<file path="src/rtl/motor_pkg.sv">
// Shared definitions for the two-channel motor ramp sequencer.
package motor_pkg;

    localparam int unsigned MAG_W   = 7;
    localparam int unsigned DIR_BIT = 7;
    localparam int unsigned MAG_MSB = 6;

    typedef enum logic {
        StRamp,
        StDead
    } ch_state_e;

endpackage

</file>
<file path="src/rtl/ramp_channel.sv">
// One motor channel: ramps duty toward its target, inserting a zero-duty dead
// interval before any direction reversal. All updates happen on tick_i only.
module ramp_channel
    import motor_pkg::*;
#(
    parameter int unsigned STEP       = 4,
    parameter int unsigned DEAD_TICKS = 8
) (
    input  logic             clk_i,
    input  logic             rst_i,
    input  logic             tick_i,
    input  logic             tdir_i,
    input  logic [MAG_W-1:0] tmag_i,
    output logic             dir_o,
    output logic [MAG_W-1:0] duty_o,
    output logic             busy_o
);

    localparam int unsigned DeadW = ($clog2(DEAD_TICKS + 1) > 0) ? $clog2(DEAD_TICKS + 1) : 1;
    localparam logic [MAG_W:0] StepW = (MAG_W + 1)'(STEP);

    ch_state_e        state_q, state_d;
    logic             dir_q, dir_d;
    logic [MAG_W-1:0] duty_q, duty_d;
    logic [DeadW-1:0] dead_q, dead_d;

    // One extra bit so the step arithmetic cannot wrap.
    logic [MAG_W:0] duty_x, tmag_x;
    assign duty_x = {1'b0, duty_q};
    assign tmag_x = {1'b0, tmag_i};

    always_comb begin
        state_d = state_q;
        dir_d   = dir_q;
        duty_d  = duty_q;
        dead_d  = dead_q;
        if (tick_i) begin
            unique case (state_q)
                StRamp: begin
                    if (tmag_i != '0 && tdir_i != dir_q) begin
                        if (duty_q == '0) begin
                            state_d = StDead;
                            dead_d  = DeadW'(DEAD_TICKS);
                        end else if (duty_x > StepW) begin
                            duty_d = MAG_W'(duty_x - StepW);
                        end else begin
                            duty_d = '0;
                        end
                    end else if (duty_x < tmag_x) begin
                        duty_d = (tmag_x - duty_x > StepW) ? MAG_W'(duty_x + StepW) : tmag_i;
                    end else if (duty_x > tmag_x) begin
                        duty_d = (duty_x - tmag_x > StepW) ? MAG_W'(duty_x - StepW) : tmag_i;
                    end
                end
                StDead: begin
                    // Direction is resolved from the latest target only as DEAD ends.
                    if (dead_q <= DeadW'(1)) begin
                        dead_d  = '0;
                        dir_d   = tdir_i;
                        state_d = StRamp;
                    end else begin
                        dead_d = dead_q - DeadW'(1);
                    end
                end
                default: state_d = StRamp;
            endcase
        end
    end

    always_ff @(posedge clk_i or posedge rst_i) begin
        if (rst_i) begin
            state_q <= StRamp;
            dir_q   <= 1'b0;
            duty_q  <= '0;
            dead_q  <= '0;
        end else begin
            state_q <= state_d;
            dir_q   <= dir_d;
            duty_q  <= duty_d;
            dead_q  <= dead_d;
        end
    end

    assign dir_o  = dir_q;
    assign duty_o = duty_q;
    assign busy_o = (state_q == StDead) || (duty_q != tmag_i);

endmodule

</file>
<file path="src/rtl/motor_ramp_sequencer.sv">
// Two-channel motor ramp sequencer: synchronizes the SPI load strobe, captures
// commands, generates the ramp tick and enforces the command watchdog.
module motor_ramp_sequencer
    import motor_pkg::*;
#(
    parameter int unsigned TICK_DIV   = 250,
    parameter int unsigned STEP       = 4,
    parameter int unsigned DEAD_TICKS = 8,
    parameter int unsigned WDOG_TICKS = 500
) (
    input  logic             clk_i,
    input  logic             reset_i,
    input  logic             load_i,
    input  logic [7:0]       cmd1_i,
    input  logic [7:0]       cmd2_i,
    output logic             dir1_o,
    output logic [MAG_W-1:0] duty1_o,
    output logic             dir2_o,
    output logic [MAG_W-1:0] duty2_o,
    output logic             stopped_o,
    output logic             busy_o
);

    localparam int unsigned TickW = $clog2(TICK_DIV);
    localparam int unsigned WdW   = $clog2(WDOG_TICKS + 1);

    // [0],[1] form the synchronizer; [2] holds the previous synchronized value.
    logic [2:0]             load_sync_q;
    logic                   load_fall;
    logic                   cap_q;
    logic [TickW-1:0]       tick_cnt_q, tick_cnt_d;
    logic                   tick;
    logic [WdW-1:0]         wdog_q, wdog_d;
    logic                   stopped_q, stopped_d;
    logic [1:0]             tdir_q, tdir_d;
    logic [1:0][MAG_W-1:0]  tmag_q, tmag_d;
    logic                   busy1, busy2;

    assign load_fall = load_sync_q[2] & ~load_sync_q[1];
    assign tick      = (tick_cnt_q == TickW'(TICK_DIV - 1));

    always_comb begin
        tick_cnt_d = tick ? '0 : tick_cnt_q + TickW'(1);
        wdog_d     = wdog_q;
        stopped_d  = stopped_q;
        tdir_d     = tdir_q;
        tmag_d     = tmag_q;
        // A capture outranks a watchdog expiry in the same cycle.
        if (cap_q) begin
            tdir_d    = {cmd2_i[DIR_BIT], cmd1_i[DIR_BIT]};
            tmag_d    = {cmd2_i[MAG_MSB:0], cmd1_i[MAG_MSB:0]};
            wdog_d    = '0;
            stopped_d = 1'b0;
        end else if (tick && wdog_q != WdW'(WDOG_TICKS)) begin
            wdog_d = wdog_q + WdW'(1);
            if (wdog_q == WdW'(WDOG_TICKS - 1)) begin
                stopped_d = 1'b1;
                tmag_d    = '0;
            end
        end
    end

    always_ff @(posedge clk_i or posedge reset_i) begin
        if (reset_i) begin
            load_sync_q <= '0;
            cap_q       <= 1'b0;
            tick_cnt_q  <= '0;
            wdog_q      <= '0;
            stopped_q   <= 1'b1;
            tdir_q      <= '0;
            tmag_q      <= '0;
        end else begin
            load_sync_q <= {load_sync_q[1:0], load_i};
            cap_q       <= load_fall;
            tick_cnt_q  <= tick_cnt_d;
            wdog_q      <= wdog_d;
            stopped_q   <= stopped_d;
            tdir_q      <= tdir_d;
            tmag_q      <= tmag_d;
        end
    end

    ramp_channel #(
        .STEP       (STEP),
        .DEAD_TICKS (DEAD_TICKS)
    ) u_ch1 (
        .clk_i  (clk_i),
        .rst_i  (reset_i),
        .tick_i (tick),
        .tdir_i (tdir_q[0]),
        .tmag_i (tmag_q[0]),
        .dir_o  (dir1_o),
        .duty_o (duty1_o),
        .busy_o (busy1)
    );

    ramp_channel #(
        .STEP       (STEP),
        .DEAD_TICKS (DEAD_TICKS)
    ) u_ch2 (
        .clk_i  (clk_i),
        .rst_i  (reset_i),
        .tick_i (tick),
        .tdir_i (tdir_q[1]),
        .tmag_i (tmag_q[1]),
        .dir_o  (dir2_o),
        .duty_o (duty2_o),
        .busy_o (busy2)
    );

    assign stopped_o = stopped_q;
    assign busy_o    = busy1 | busy2;

endmodule

</file>
<file path="config.mk">
export PLATFORM = sky130hd
export DESIGN_NAME = motor_ramp_sequencer
export DESIGN_NICKNAME = d
export VERILOG_FILES = /design/src/rtl/motor_pkg.sv /design/src/rtl/ramp_channel.sv /design/src/rtl/motor_ramp_sequencer.sv
export SDC_FILE = /design/constraint.sdc
export NUM_CORES = 1
export LEC_CHECK = 0
export CORE_MARGIN = 2
export CORE_UTILIZATION = 33
export DETAILED_ROUTE_END_ITERATION = 10
export PLACE_DENSITY = 0.46
export SYNTH_ARGS = -nofsm -noshare
export SYNTH_HDL_FRONTEND = slang
export SYNTH_SLANG_ARGS = --single-unit
</file>
<file path="constraint.sdc">
create_clock -name clk_i -period 6 [get_ports clk_i]
set_input_delay 0.9 -clock clk_i [delete_from_list [all_inputs] [get_ports clk_i]]
set_output_delay 0.9 -clock clk_i [all_outputs]
set_load 0.02 [all_outputs]
</file>
-- Word level (Yosys, flattened, before mapping)
Cells that the tools add are included.
- latch bits: 0
- bits in writable memories: 0
- memories kept: 0
- register bits after elaboration: 64
- memory bits (read-only): 0
- multiply operators: 0
- $add $sub $neg: 12
- shifts and indexed selects: 0
- bitwise logic cells: 5
- mux-type cells: 39
- div/mod/pow operators: 0
- equal/unequal tests: 13
- reduce and logical (&&, ||, !) cells: 20
- order comparisons: 12
- operators by type and width (cell ; number):
    2-to-1 mux 7 bit ; 14
    2-to-1 mux 14 bit ; 3
    greater-than comparator 8 x 3 -> 1 bit (second input constant) ; 4
    subtractor 7 x 7 -> 8 bit ; 4
    2-to-1 mux 4 bit ; 6
    2-to-1 mux 9 bit ; 2
    case mux 4 bit (2 select lines) ; 2
    adder 7 x 3 -> 7 bit (second input constant) ; 2
    greater-than comparator 7 x 3 -> 1 bit (second input constant) ; 2
    greater-than comparator 7 bit ; 2
    logical NOT 7 bit ; 2
    < comparator 7 bit ; 2
    != test 7 bit ; 2
    nonzero test 7 bit ; 2
    subtractor 7 x 3 -> 7 bit (second input constant) ; 2
    AND reduction 3 bit ; 4
    adder 9 x 1 -> 9 bit (second input constant) ; 1
    == test 9 bit (second input constant) ; 1
    2-to-1 mux 1 bit ; 9
    != test 9 bit (second input constant) ; 1
    adder 8 x 1 -> 8 bit (second input constant) ; 1
    == test 8 bit (second input constant) ; 1
    <= comparator 4 x 1 -> 1 bit (second input constant) ; 2
    2-to-1 mux 8 bit ; 1
    other kinds (14) ; 29

-- Depth between registers and ports, before layout
Gate-level depths: netlist of the first run.
- depth in word-level cells: 6
- mapped depth: 13
- mapped depth without buffers: 11

-- By module
Synthesis of the first run repeated with hierarchy kept, for this count alone.
- cells, all modules: 536
- area, all modules: 4889.7 µm²
- modules (own cells, without submodules) (module ; area an instance (µm²) ; cells each ; times used ; seq. area each (µm²)):
    ramp_channel ; 1639.1 ; 200 ; 2 ; 325.3
    motor_ramp_sequencer ; 1611.5 ; 136 ; 1 ; 952.2

-- Worst setup path after synthesis of the first run
Ideal clock, no wire load.
- kind: register to register
- start: register u_ch1.duty_q[4] (netlist: u_ch1.duty_o[4])
- end: register u_ch1.duty_q[4] (netlist: u_ch1.duty_o[4])
- path buffers: 2
- stages on the path, launching flop included: 13
- period minus slack after synthesis: 3.243 ns
- required time: 5.874 ns
- arrival time: 3.116 ns
- setup slack: 2.757 ns
- path through: dfrtp_1 clkbuf_1 inv_1 ha_1 a21oi_1 o22ai_1 or4_1 a2111o_1 a211oi_2 or2_1 buf_6 a221oi_2 a221o_1
- word-level cells in the longest chain between the ends: 6
- elaborated cells between the ends (all ways): 20
- classes of those cells: add/sub (4); order compare (5); eq/ne (1); mux (7); reduce/logical (3)
- RTL lines (element ; RTL line ; text):
    from (decl) ; ramp_channel.sv:24 ; logic [MAG_W-1:0] duty_q, duty_d;
    from (signal assigned) ; ramp_channel.sv:79 ; duty_q <= duty_d;
    subtractor 7 x 7 -> 8 bit ; ramp_channel.sv:52 ; duty_d = (duty_x - tmag_x > StepW) ? MAG_W'(duty_x - StepW) : tmag_i;
    greater-than comparator 8 x 3 -> 1 bit ; ramp_channel.sv:52 ;
    2-to-1 mux 7 bit ; ramp_channel.sv:52 ;
    2-to-1 mux 7 bit ; ramp_channel.sv:51 ; end else if (duty_x > tmag_x) begin
    2-to-1 mux 7 bit ; ramp_channel.sv:49 ; end else if (duty_x < tmag_x) begin
    2-to-1 mux 7 bit ; ramp_channel.sv:40 ; if (tmag_i != '0 && tdir_i != dir_q) begin
Parallel ways exist; a longest one is shown, timed or not. The select of a mux whose other input is x is not followed.
A chain may end at the register's enable or synchronous reset.

-- Worst setup path after layout of the first run
- start: register u_ch1.duty_q[4] (netlist: u_ch1.duty_o[4])
- end: output busy_o
- word-level cells in the longest chain between the ends: 3
- RTL lines (element ; RTL line ; text):
    != test 7 bit ; ramp_channel.sv:86 ; assign busy_o = (state_q == StDead) || (duty_q != tmag_i);
    logical OR 1 bit ; ramp_channel.sv:86 ;
    bitwise OR 1 bit ; motor_ramp_sequencer.sv:112 ; assign busy_o = busy1 | busy2;
    to (decl) ; motor_ramp_sequencer.sv:21 ; output logic busy_o
Every way passes these cells.

==> results of run 1 <==
per-layer routing:
layer,wire length (um),part of all wire (%)
met1,6520,49
met2,5850,44
met3,562,4.3
met4,281,2.1
met5,0,0
stage by stage:
step / power (uW) / cells / utilization (%) / worst slack [ps]
floorplan: 641 / 563 / - / 2760
global placement: 705 / 769 / 37.2 / 2520
detailed placement: 707 / 769 / 37.2 / 2460
CTS: 1220 / 785 / 39.2 / 2250
global route: 1270 / 785 / 39.2 / 2060
finish: 1200 / 785 / 39.2 / 2220
flip-flops by register name, summed over array words and instances, names as in the netlist:
name / count
tmag_q: 14
wdog_q: 9
tick_cnt_q: 8
u_ch1.duty_o: 7
u_ch2.duty_o: 7
u_ch1.dead_q: 4
u_ch2.dead_q: 4
load_sync_q: 3
tdir_q: 2
cap_q: 1
stopped_o: 1
u_ch1.dir_o: 1
u_ch1.state_q: 1
u_ch2.dir_o: 1
u_ch2.state_q: 1
area by class of cell:
type | instances | area, sq um | share of cell area, %
inverters | 52 | 195 | 3.47
multi-input cells | 429 | 2930 | 52.0
clock buffers | 10 | 239 | 4.25
well taps | 184 | 230 | 4.09
flip-flops and latches | 64 | 1600 | 28.5
clock inverters | 6 | 43.8 | 0.778
repair buffers | 40 | 390 | 6.93
worst max-delay path, stage by stage (launching register included):
cell and delay [ps]:
dfrtp_1 530, inv_1 180, ha_1 590, nand4_1 240, nor2_1 280, nand3_1 140, clkdlybuf4s50_1 580
layout by cell type (no fill, tap or decap), types with 7 or more instances in the layout:
master	instances
inv_1	50
a21oi_1	38
o21ai_0	44
nand3_1	17
nand2_1	41
or3_1	7
dfrtp_1	63
clkbuf_16	9
nand2b_1	7
a31oi_1	11
xor2_1	10
nor2_1	54
clkdlybuf4s50_1	36
xnor2_1	10
a22o_1	14
o31ai_1	7
ha_1	44
nor3_1	14
power by group:
group	switching (uW)	leakage, uW	total (uW)	internal (uW)
logic	135	0.00145	230	94.7
clock network	210	0.000127	502	291
registers	24.3	0.000841	471	447
total	370	0.00242	1200	833
kinds of logic (layout without fill, tap and decap cells):
| family | count (synthesis) | after routing | share of synthesized area, % |
|---|---|---|---|
| AOI/OAI and AO/OA | 176 | 176 | 24.9 |
| xor gates and xnor gates | 20 | 20 | 3.64 |
| adders and majority gates | 46 | 46 | 12.3 |
| buffers and inverters | 70 | 108 | 5.88 |
| DFF | 64 | 64 | 33.3 |
| muxes | 12 | 12 | 2.65 |
| and+or+nand+nor | 175 | 175 | 17.4 |
worst min-delay path by stage:
stage               slack, ps                        to                startpoint  depth (start not counted)
floorplan                 330  load_sync_q[1]$_DFF_PP0_  load_sync_q[0]$_DFF_PP0_                          0
global placement          340  load_sync_q[1]$_DFF_PP0_  load_sync_q[0]$_DFF_PP0_                          0
detailed placement        350  load_sync_q[1]$_DFF_PP0_  load_sync_q[0]$_DFF_PP0_                          0
CTS                       360  load_sync_q[1]$_DFF_PP0_  load_sync_q[0]$_DFF_PP0_                          0
global route              360  load_sync_q[1]$_DFF_PP0_  load_sync_q[0]$_DFF_PP0_                          0
finish                    350  load_sync_q[1]$_DFF_PP0_  load_sync_q[0]$_DFF_PP0_                          0
==> impl_metrics.toml, run 1 <==
[final_layout]
diodes = 0
nets = 661
fin_area_sq_um = 5630
fill_cells = 1462
drive_gt1_share_pct = 6.82
area_growth_pct = 17.1

[sta]
hold_viol_final = 0
worst_pin_slew_ps = 1120
tns_ps = 0
setup-violations-final = 0
fmax_mhz = 265
drv_slew = 0
clock_skew_ps = 6.53
worst_hold_slack_ps = 350
fin_crit_ps = 3780
rsz0062_at_grt = "false"
relSlewSlack_pct = 25.6
min_period_over_period_pct = 62.9

[cts]
root_buffer = "clkbuf_16"
clk_pin_slew_worst_paths_ps = 60
cts.sinks = 64
hold_buffers = 0
cts_buffers = 9
cts_tree = "yes"
clk-insertion-delay-late_ps = 340
htreeDepth = 3
cts_resized = 0
cts_buffer_depth = 2
postCtsSetupRepairBufs = 0

[critical_path]
worst-r2r-setup-slack_ps = 2430
rr_endpoint = "u_ch1.duty_o[4]$_DFFE_PP0P_"
critPathCaptureType = "output port"
r2r-start = "u_ch1.duty_o[4]$_DFFE_PP0P_"
crit_path_start_kind = "flip-flop"
cp-endpoint = "busy_o"
ff2ff_path_depth = 10
critPathMaxFanout = 15
cp-startpoint = "u_ch1.duty_o[4]$_DFFE_PP0P_"
critical_path_class = "flip-flop to output port"
cp.required_ps = 5100
cp.arrival_ps = 2880

[synthesis]
synth_edf_count = 0
yosysTopAreaCell = "dfrtp_1"
synth-seq-cells = 64
ys_seq_area_share_pct = 33.3
syn_area_sq_um = 4810
yosysMostFrequentCell = "dfrtp_1"
synthFlopType = "dfrtp_1"
synth_nets = 628
yosysWarnings = 0
async_flop_share_pct = 100
syn_avg_cell_area_sq_um = 8.54
syn-instance-count = 563
synth_cell_type_count = 66
synth_top_area_share_pct = 32.8
synth_area_leaders = "dfrtp_1 (33%), ha_1 (11%), o21ai_0 (4.6%)"
yosys-top-cells-count = "dfrtp_1 (63), nor2_1 (54), inv_1 (51)"

[detailed_routing]
drtIter0Drc = 312
finalWirelength_um = 13200
post_drt_wl_per_cell_um = 16.8
ant_nets = 0
firstDrtPassIters = 4
viasPerCell = 5.48
drc = 0
via_count = 4303

[placed_design]
placed_area_sq_um = 5350
dp_hpwl_um = 9840
io_buffers = 36
routabilityCongestion = 0.853

[global_route]
grt_max_degree = 58
use_met1_pct = 24.3
gr-usage-met2_pct = 25.8
grt_pass1_wl_um = 21500
track_usage_pct = 17.2
grt_overflow = 0
first_global_vias = 4056
use_met3_pct = 3.74
antenna_found_initial = 0
top_usage_layer = "met2"

[power]
leakage_uw = 0.00242
power_density_nw_per_um2 = 214
vdd.ir_drop.worst_v = 0.000166

[outcome]
status = "completed"

[floorplan]
io_pins = 37
die_area_sq_um = 15600
core_sq_um = 14400
dieHeight_um = 125
die_x_um = 125
start_util_pct = 33.5
rows = 44

[run]
cap_violations = 0

[min_path]
hp-class = "flip-flop to flip-flop"
No activity file was read; power rests on OpenSTA's default activity.
==> run 2, diff against run 1 <==
PLACE_DENSITY = 0.48   (was 0.46)
clock period = 3.2 ns   (was 6 ns; I/O delays follow)
==> run 2 against run 1 <==
Against the previous run:
- non-clock buffer count increased by 41
- final cell count up 5.2%
- sequential cell count unchanged
- power is 88% higher
- clock power grew 80%
- critical path type is now flip-flop to flip-flop
- final area increased by 5.7%
- largest cell class unchanged
- routed wire length is 2.0% lower
- hold slack worse by 4.0 ps
- sequential share of layout area shrank 1.5 points
- worst setup slack worse by 2000 ps
- via count up 2.9%
==> impl_metrics.toml, run 2 (synthesis results as in run 1) <==
[outcome]
status = "completed"

[final_layout]
nets = 702
final_common_cell = "dfrtp_1"
drive_gt1_share_pct = 12.5
mostFrequentLayoutCells = "dfrtp_1 (62), nor2_1 (54), inv_1 (50)"
largest_register_ffs = 14
diodes = 0
fin_area_sq_um = 5950
area_growth_pct = 23.7
largest-register = "tmag_q"
top_regs = "tmag_q x14, wdog_q x9, tick_cnt_q x8"

[critical_path]
crit_path_max_incr_delay_ps = 510
cp_num_buf_inv = 0
cpLargestDelayFamily = "compound AO/OA/AOI/OAI gates"
cp-startpoint = "u_ch1.duty_o[0]$_DFFE_PP0P_"
critPathCaptureType = "flip-flop"
critPathMaxFanout = 4
r2r-start = "u_ch1.duty_o[0]$_DFFE_PP0P_"
rr_endpoint = "u_ch1.duty_o[5]$_DFFE_PP0P_"
critical_path_class = "flip-flop to flip-flop"
worst-r2r-setup-slack_ps = 230
cp-endpoint = "u_ch1.duty_o[5]$_DFFE_PP0P_"
critPathSlowestCell = "or4_1"
crit_path_start_kind = "flip-flop"
crit_cells = 10
ff2ff_path_depth = 10
cp.required_ps = 3440
cp.arrival_ps = 3210
crit_chain = "ha_1, fa_1, xor2_1, a21oi_1, or4_1, a2111o_1, and2_1, a21bo_2, a221o_1, o221ai_1"

[sta]
fmax_mhz = 337
hold_viol_final = 0
fin_crit_ps = 2970
worst_pin_slew_ps = 555
rsz0062_at_grt = "false"
setup-violations-final = 0
relSlewSlack_pct = 62.5
min_period_over_period_pct = 92.8
clock_skew_ps = 9.84
drv_slew = 0
tns_ps = 0

[detailed_routing]
via_count = 4427
drc = 0
viasPerCell = 5.36
firstDrtPassIters = 5
drtIter0Drc = 347
post_drt_wl_per_cell_um = 15.7
finalWirelength_um = 12900
ant_nets = 0

[placed_design]
dp_hpwl_um = 9870
io_buffers = 36
placed_area_sq_um = 5660
routabilityCongestion = 0.853

[global_route]
antenna_found_initial = 0
grt_max_degree = 27
track_usage_pct = 17.2
first_global_vias = 4262
grt_pass1_wl_um = 21700
grt_overflow = 0

[cts]
cts_buffers = 9
htreeDepth = 3
clk_pin_slew_worst_paths_ps = 60
cts.sinks = 64
clk-insertion-delay-late_ps = 330
cts_buffer_depth = 2
cts_tree = "yes"
root_buffer = "clkbuf_16"

[power]
power_density_nw_per_um2 = 379
vdd.ir_drop.worst_v = 0.000207
leakage_uw = 0.00263

[min_path]
hp-class = "flip-flop to flip-flop"

[floorplan]
start_util_pct = 33.5
io_pins = 37
die_area_sq_um = 15600
die_x_um = 125
dieHeight_um = 125
rows = 44
core_sq_um = 14400

[run]
cap_violations = 0
## run 2: worst min-delay path by stage
stage	slack [ps]	cells after the start	start	to
after global routing	370	0	load_sync_q[0]$_DFF_PP0_	load_sync_q[1]$_DFF_PP0_
after global placement	330	0	load_sync_q[0]$_DFF_PP0_	load_sync_q[1]$_DFF_PP0_
after detailed placement	340	0	load_sync_q[0]$_DFF_PP0_	load_sync_q[1]$_DFF_PP0_
after CTS	350	0	load_sync_q[0]$_DFF_PP0_	load_sync_q[1]$_DFF_PP0_
final	350	0	load_sync_q[0]$_DFF_PP0_	load_sync_q[1]$_DFF_PP0_
after floorplan	330	0	load_sync_q[0]$_DFF_PP0_	load_sync_q[1]$_DFF_PP0_
## run 2: stage by stage
stage / setup WS, ps / std cells / util [%] / hold slack (ps) / power, uW
finish: 230 / 826 / 41.4 / 346 / 2260
global route: 23.5 / 826 / 41.4 / 367 / 2390
CTS: 85.6 / 826 / 41.2 / 348 / 2280
detailed placement: 129 / 810 / 39.4 / 337 / 1350
global placement: 161 / 810 / 39.4 / 333 / 1350
floorplan: 28.4 / 563 / - / 331 / 1200
## run 2: routing by layer
metal | routed length (um) | vias up | track usage (%)
met1 | 6430 | 2125 | 24.5
met5 | 0 | - | 0
met2 | 5790 | 98 | 26.3
met4 | 217 | 0 | 6.21
met3 | 508 | 16 | 2.96
li1 | - | 2188 | -
## run 2: what timing repair did
item	in CTS	in global routing
hold buffers	0	0
setup buffers	0	0
endpoints found under the setup margin	0	14
gates resized for setup	0	6
## run 2: area by class of cell
class                      count  area [sq um]
clock buffer                  16           272
fill                        1417          8420
inverter                      52           195
multi-input combinational    429          2950
sequential                    64          1600
tap                          184           230
timing repair buffer          81           698
## run 2: report_power, final
group	internal, uW	total [uW]	switching [uW]
Clock	568	904	336
Combinational	209	483	275
Sequential	839	870	31.3
==> run 3, diff against run 2 <==
CTS_CLUSTER_SIZE = 30   (was unset)
==> results of run 3 <==
The final DEF is identical to that of run 2; final timing and power are the same.
